`config.mk`:
```
export PLATFORM = sky130hd
export DESIGN_NAME = mem_port_arbiter
export DESIGN_NICKNAME = d
export VERILOG_FILES = /design/src/rtl/mips_mem_pkg.sv /design/src/rtl/arb_timeout_cnt.sv /design/src/rtl/mem_port_arbiter.sv
export SDC_FILE = /design/constraint.sdc
export NUM_CORES = 1
export LEC_CHECK = 0
export ABC_AREA = 0
export ABC_CLOCK_PERIOD_IN_PS = 1700
export CORE_MARGIN = 3
export CORE_UTILIZATION = 38
export CTS_CLUSTER_DIAMETER = 50
export DETAILED_ROUTE_END_ITERATION = 6
export PLACE_DENSITY = 0.77
export SETUP_SLACK_MARGIN = 0.1
export SLEW_MARGIN = 20
export SYNTH_ARGS = -nofsm -noshare
export SYNTH_HDL_FRONTEND = slang
export SYNTH_HIERARCHICAL = 1
export SYNTH_SLANG_ARGS = --single-unit
```
`constraint.sdc`:
```
create_clock -name clk -period 1.7 [get_ports clk]
set_input_delay 0.255 -clock clk [delete_from_list [all_inputs] [get_ports clk]]
set_output_delay 0.255 -clock clk [all_outputs]
set_load 0.005 [all_outputs]
```
`src/rtl/mips_mem_pkg.sv`:
```
// Shared constants for the MIPS-C memory-port arbiter: state encoding,
// mux-select polarity and the full-word byte-enable pattern.
package mips_mem_pkg;

  localparam logic [1:0] ST_IDLE   = 2'd0;
  localparam logic [1:0] ST_BUSY_I = 2'd1;
  localparam logic [1:0] ST_BUSY_D = 2'd2;

  localparam logic SEL_IFETCH = 1'b0;
  localparam logic SEL_DATA   = 1'b1;

  localparam logic [3:0] BE_WORD = 4'hF;

  // Saturating increment used by the fetch-starvation counter.
  function automatic logic [3:0] sat_inc4(input logic [3:0] value, input logic [3:0] limit);
    return (value >= limit) ? limit : value + 4'd1;
  endfunction

endpackage

```
`src/rtl/arb_timeout_cnt.sv`:
```
// 8-bit cycle counter with synchronous clear and enable; tc flags the last
// cycle (count == LIMIT-1) before an access must be abandoned.
module arb_timeout_cnt #(
  parameter int LIMIT = 255
) (
  input  logic clk,
  input  logic rst_n,
  input  logic clr,
  input  logic en,
  output logic tc
);

  localparam logic [7:0] LAST = 8'(LIMIT - 1);

  logic [7:0] count;

  // NOTE: sequential state is updated with non-blocking assignments only, so
  // every always_ff reads the pre-edge value of every register.
  always_ff @(posedge clk or negedge rst_n) begin
    if (!rst_n) begin
      count <= '0;
    end else if (clr) begin
      count <= '0;
    end else if (en) begin
      count <= count + 8'd1;
    end
  end

  assign tc = (count == LAST);

endmodule

```
`src/rtl/mem_port_arbiter.sv`:
```
// Shares the single external memory port between instruction fetch (I) and
// load/store (D). mem_sel steers the memory-stage address/data Mux2to1.
module mem_port_arbiter
  import mips_mem_pkg::*;
#(
  parameter int ADDR_W     = 32,
  parameter int DATA_W     = 32,
  parameter int STARVE_MAX = 4,
  parameter int TIMEOUT    = 255
) (
  input  logic              clk,
  input  logic              rst_n,

  input  logic              if_req,
  input  logic [ADDR_W-1:0] if_addr,
  output logic              if_ack,
  output logic              if_err,
  output logic [DATA_W-1:0] if_rdata,

  input  logic              d_req,
  input  logic              d_we,
  input  logic [3:0]        d_be,
  input  logic [ADDR_W-1:0] d_addr,
  input  logic [DATA_W-1:0] d_wdata,
  output logic              d_ack,
  output logic              d_err,
  output logic [DATA_W-1:0] d_rdata,

  output logic              mem_req,
  output logic              mem_we,
  output logic [3:0]        mem_be,
  output logic [ADDR_W-1:0] mem_addr,
  output logic [DATA_W-1:0] mem_wdata,
  input  logic [DATA_W-1:0] mem_rdata,
  input  logic              mem_ready,
  output logic              mem_sel
);

  localparam logic [3:0] STARVE_LIM = 4'(STARVE_MAX);

  logic [1:0] state;
  logic [3:0] starve_cnt;
  logic       busy;
  logic       turnaround;
  logic       grant_d;
  logic       grant_i;
  logic       to_tc;
  logic       finish;

  assign busy = (state == ST_BUSY_I) || (state == ST_BUSY_D);

  // The cycle an ack is out is a dead arbitration cycle: the requester is
  // dropping its req, and letting D re-request here is what allows the
  // starvation limit to be reached at all.
  assign turnaround = if_ack || d_ack;

  assign grant_d = (state == ST_IDLE) && !turnaround && d_req &&
                   (!if_req || (starve_cnt != STARVE_LIM));
  assign grant_i = (state == ST_IDLE) && !turnaround && if_req && !grant_d;

  // mem_ready takes priority over a coinciding timeout.
  assign finish = busy && (mem_ready || to_tc);

  arb_timeout_cnt #(
    .LIMIT (TIMEOUT)
  ) u_timeout_cnt (
    .clk   (clk),
    .rst_n (rst_n),
    .clr   (grant_i || grant_d),
    .en    (busy && !mem_ready),
    .tc    (to_tc)
  );

  always_ff @(posedge clk or negedge rst_n) begin
    if (!rst_n) begin
      state      <= ST_IDLE;
      starve_cnt <= '0;
      mem_req    <= 1'b0;
      mem_we     <= 1'b0;
      mem_be     <= '0;
      mem_addr   <= '0;
      mem_wdata  <= '0;
      mem_sel    <= SEL_IFETCH;
      if_ack     <= 1'b0;
      if_err     <= 1'b0;
      if_rdata   <= '0;
      d_ack      <= 1'b0;
      d_err      <= 1'b0;
      d_rdata    <= '0;
    end else begin
      if_ack   <= 1'b0;
      if_err   <= 1'b0;
      if_rdata <= '0;
      d_ack    <= 1'b0;
      d_err    <= 1'b0;
      d_rdata  <= '0;

      case (state)
        ST_IDLE: begin
          if (grant_d) begin
            state     <= ST_BUSY_D;
            mem_req   <= 1'b1;
            mem_sel   <= SEL_DATA;
            mem_we    <= d_we;
            mem_be    <= d_be;
            mem_addr  <= d_addr;
            mem_wdata <= d_wdata;
            if (if_req) begin
              starve_cnt <= sat_inc4(starve_cnt, STARVE_LIM);
            end
          end else if (grant_i) begin
            state      <= ST_BUSY_I;
            mem_req    <= 1'b1;
            mem_sel    <= SEL_IFETCH;
            mem_we     <= 1'b0;
            mem_be     <= BE_WORD;
            mem_addr   <= if_addr;
            mem_wdata  <= '0;
            starve_cnt <= '0;
          end
        end

        ST_BUSY_I: begin
          if (finish) begin
            state    <= ST_IDLE;
            mem_req  <= 1'b0;
            if_ack   <= 1'b1;
            if_err   <= !mem_ready;
            if_rdata <= mem_ready ? mem_rdata : '0;
          end
        end

        ST_BUSY_D: begin
          if (finish) begin
            state   <= ST_IDLE;
            mem_req <= 1'b0;
            d_ack   <= 1'b1;
            d_err   <= !mem_ready;
            d_rdata <= (mem_ready && !mem_we) ? mem_rdata : '0;
          end
        end

        default: begin
          state   <= ST_IDLE;
          mem_req <= 1'b0;
        end
      endcase
    end
  end

endmodule

```
==> flow_summary.toml <==
[synth]
ys_ff_latch = 153
synthAdderAreaFrac_pct = 1.43
ys_seq_area_share_pct = 62.4
synth_top_cell_by_area = "dfrtp_1"
ys_async_sr_fraction_pct = 100
synth_cell_types = 38
synth-main-ff-cell = "dfrtp_1"
synth_area_per_cell_um2 = 13.0
synth_most_common_cell = "dfrtp_1"
synth_xor_area_share_pct = 0.571
yosys_warnings = 6
synth_cells = 470
syn_nets = 615
synthesis.area_um2 = 6130
synthMuxAreaShare_pct = 0
yosys.area_share.simple_pct = 18.7
yosys-top-cells-area = "dfrtp_1 (62%), and2_1 (6.6%), o221a_2 (5.9%)"
synth_top_family_by_area = "simple AND/OR/NAND/NOR gates"
synth_top_cells_by_count = "dfrtp_1 (153), and2_1 (65), a22o_1 (33)"
synth_edf_count = 0
synth_compound_area_share_pct = 13.2
yosys.area.top_type_share_pct = 62.4

[global_route]
grt_max_degree = 45
grt_usage_pct = 21.1
grt_pass1_wl_um = 29300
grt-ovfl-total = 0
antenna_found_initial = 0
grt_pass1_vias = 5437

[critical_path]
r2r_start = "state[0]$_DFFE_PN0P_"
worstSetupStartpointType = "flop"
end_kind = "flop"
worstSetupPathType = "reg -> reg"
reg2reg_slack_ns = 0.06
critical_path.slowest_cell = "dfrtp_1"
max_stage_delay_ns = 0.40
required_ns = 2.06
reg2regPathDepth = 8
cp_max_fo = 11
reg2reg_to = "mem_addr[26]$_DFFE_PN0P_"
crit_path_cell_trace = "inv_2 > ha_4 > nor3b_4 > buf_6 > o21ai_4 > inv_4 > clkbuf_16 > o221a_2"
arrival_ns = 2.00

[min_path]
hp-class = "in -> async"

[die]
core.rowCount = 45
die_area_um2 = 17700
core_um2 = 15500
pin_count = 277
die_h_um = 133
start_util_pct = 39.6
die_width_um = 133

[cts]
cts_sinks = 153
h-tree-depth = 4
clkLatencyLatePin_ns = 0.42
cts_buffers = 17
cts_tree = "done"
clk_pin_slew_ns = 0.07
clockBufferDepth = 2
cts_root_buf = "clkbuf_16"

[cells_and_area]
finalNetCount = 923
instances_no_fill = 1002
syn2layout_area_growth_pct = 68.2
num_antenna_cells = 0
drive_above_1_share_pct = 17.3

[timing]
max_slew_margin_pct = 70.9
fin_crit_sh_pct = 96.7
tns_ns = 0
fin_ws_ns = 0.0560
period_minus_slack_ns = 1.64
maxSlewViolCount = 0
setup_violations = 0
skew_ns = 0.00910
finalHoldViolations = 0
tightest_slew_ns = 0.436
rsz0062_at_grt = "true"
fmax_ghz = 0.608

[route]
routed_via_density = 5.12
drtIter0Drc = 273
postRouteAntennaNets = 0
vias = 5130
drt-pass1-iter-count = 5
wl_um = 19500
drc = 0
post_drt_wl_per_cell_um = 19.4

[placed_design]
io_buffers = 276
gp_congestion = 0.801
dp_slack_ns = -0.128
place_hpwl_um = 13200
dp_cells = 952

[power_and_ir_drop]
switching_share_pct = 31.4
p_int_mw = 10.7
p_per_area_nw_per_um2 = 1510
p_switching_mw = 4.90
p_leak_nw = 4.58
ir_drop_v = 0.000851
p_seq_share_pct = 32.9
clkPwrFrac_pct = 24.8
combPwrFrac_pct = 42.3

[flow_run]
cap_violations = 0

[outcome]
status = "finished clean"
[kinds of logic after synthesis]
logic type / after synthesis
adders and majority gates: 7
DFF: 153
and+or+nand+nor: 171
buffers and inverters: 46
xor gates and xnor gates: 4
AOI/OAI and AO/OA: 89
[power by group through the flow]
| stage | Sequential (mW) | Clock [mW] | Combinational (mW) |
|---|---|---|---|
| floorplan | 5.22 | 0 | 2.71 |
| global placement | 5.16 | 0 | 5.65 |
| detailed placement | 5.20 | 0 | 5.82 |
| CTS | 5.14 | 3.96 | 6.04 |
| global route | 5.23 | 4.11 | 7.04 |
| finish | 5.13 | 3.88 | 6.60 |
[worst max-delay path by stage]
stage | slack (ns) | end | startpoint
6_report | 0.06 | mem_addr[26]$_DFFE_PN0P_ | state[0]$_DFFE_PN0P_
5_1_grt | -0.009 | mem_addr[4]$_DFFE_PN0P_ | starve_cnt[0]$_DFFE_PN0P_
4_1_cts | 0.04 | mem_addr[4]$_DFFE_PN0P_ | state[0]$_DFFE_PN0P_
3_5_place_dp | -0.13 | mem_be[0]$_DFFE_PN0P_ | state[1]$_DFFE_PN0P_
3_3_place_gp | -0.08 | mem_be[3]$_DFFE_PN0P_ | d_req
2_1_floorplan | 0.1 | mem_addr[0]$_DFFE_PN0P_ | state[0]$_DFFE_PN0P_
[critical path, delay by kind of cell, from the launching register on]
family / cells / cell delay [ns]
buffers and inverters: 4 / 0.56
AO/OA/AOI/OAI: 2 / 0.26
adder cells (fa/ha/maj): 1 / 0.13
flip-flops: 1 / 0.40
AND/OR/NAND/NOR: 1 / 0.23
[per-layer routing]
layer / vias to the layer above / track usage (%) / share of wire [%]
met5: - / 0 / 0
met4: 0 / 5.83 / 1.3
met3: 26 / 8.29 / 9.2
met2: 225 / 37.2 / 53
met1: 2573 / 23.6 / 37
li1: 2306 / - / -
[cells in the final DEF, fill, tap and decap left out, drive strengths merged, types with 2 or more instances in the layout]
cell type      synthesis  final
bufinv                 0      2
o21ai                  7      7
and2                  65     65
clkinv                 1      2
and3                   3      3
or3                    3      3
nand3                  5      5
a22o                  33     33
buf                   16     45
inv                    9     18
dlygate4sd2            0      3
nor3b                  3      3
xor2                   3      3
dfrtp                153    153
nand2                  9      9
nand2b                32     32
nor2                  11     11
ha                     7      7
o22a                   5      5
nand4b                33     33
clkdlybuf4s50          0    257
o221a                 32     32
clkinvlp               0      3
clkbuf                20     21
dlymetal6s2s           0     15
a21oi                  6      6
nand4                  4      4
[through the flow]
step | total power, mW | hold WS (ns) | cell area (µm²) | utilization (%)
final | 15.6 | 0.349 | 10300 | 66.6
after global routing | 16.4 | 0.356 | 10300 | 66.6
after CTS | 15.1 | 0.324 | 10100 | 64.9
after detailed placement | 11.0 | 0.208 | 9350 | 60.4
after global placement | 10.8 | 0.208 | 9350 | 60.4
after floorplan | 7.93 | -0.0406 | 6170 | -
[flip-flops by register name (all words and copies together), names as in the netlist, 2 cells and up]
signal and cells:
d_rdata 32, if_rdata 32, mem_be 4, state 2
mem_wdata 32, u_timeout_cnt/count 8, mem_addr 32, starve_cnt 4
[what timing repair did]
item	in CTS	in global routing
hold buffers	1	0
gates cloned	1	6
setup buffers	8	3
resized for setup	8	39
endpoints found under the setup margin	78	124
pin swaps	0	5
hold endpoints to repair	39	0
[area by class of cell]
cell class	count	area (µm²)
fill	1097	5170
sequential	153	3830
timing repair buffer	325	3390
multi-input combinational	271	2180
clock buffer	17	425
tap	211	264
clock inverter	15	183
inverter	10	40.0
Power figures use the tool's default switching activity.
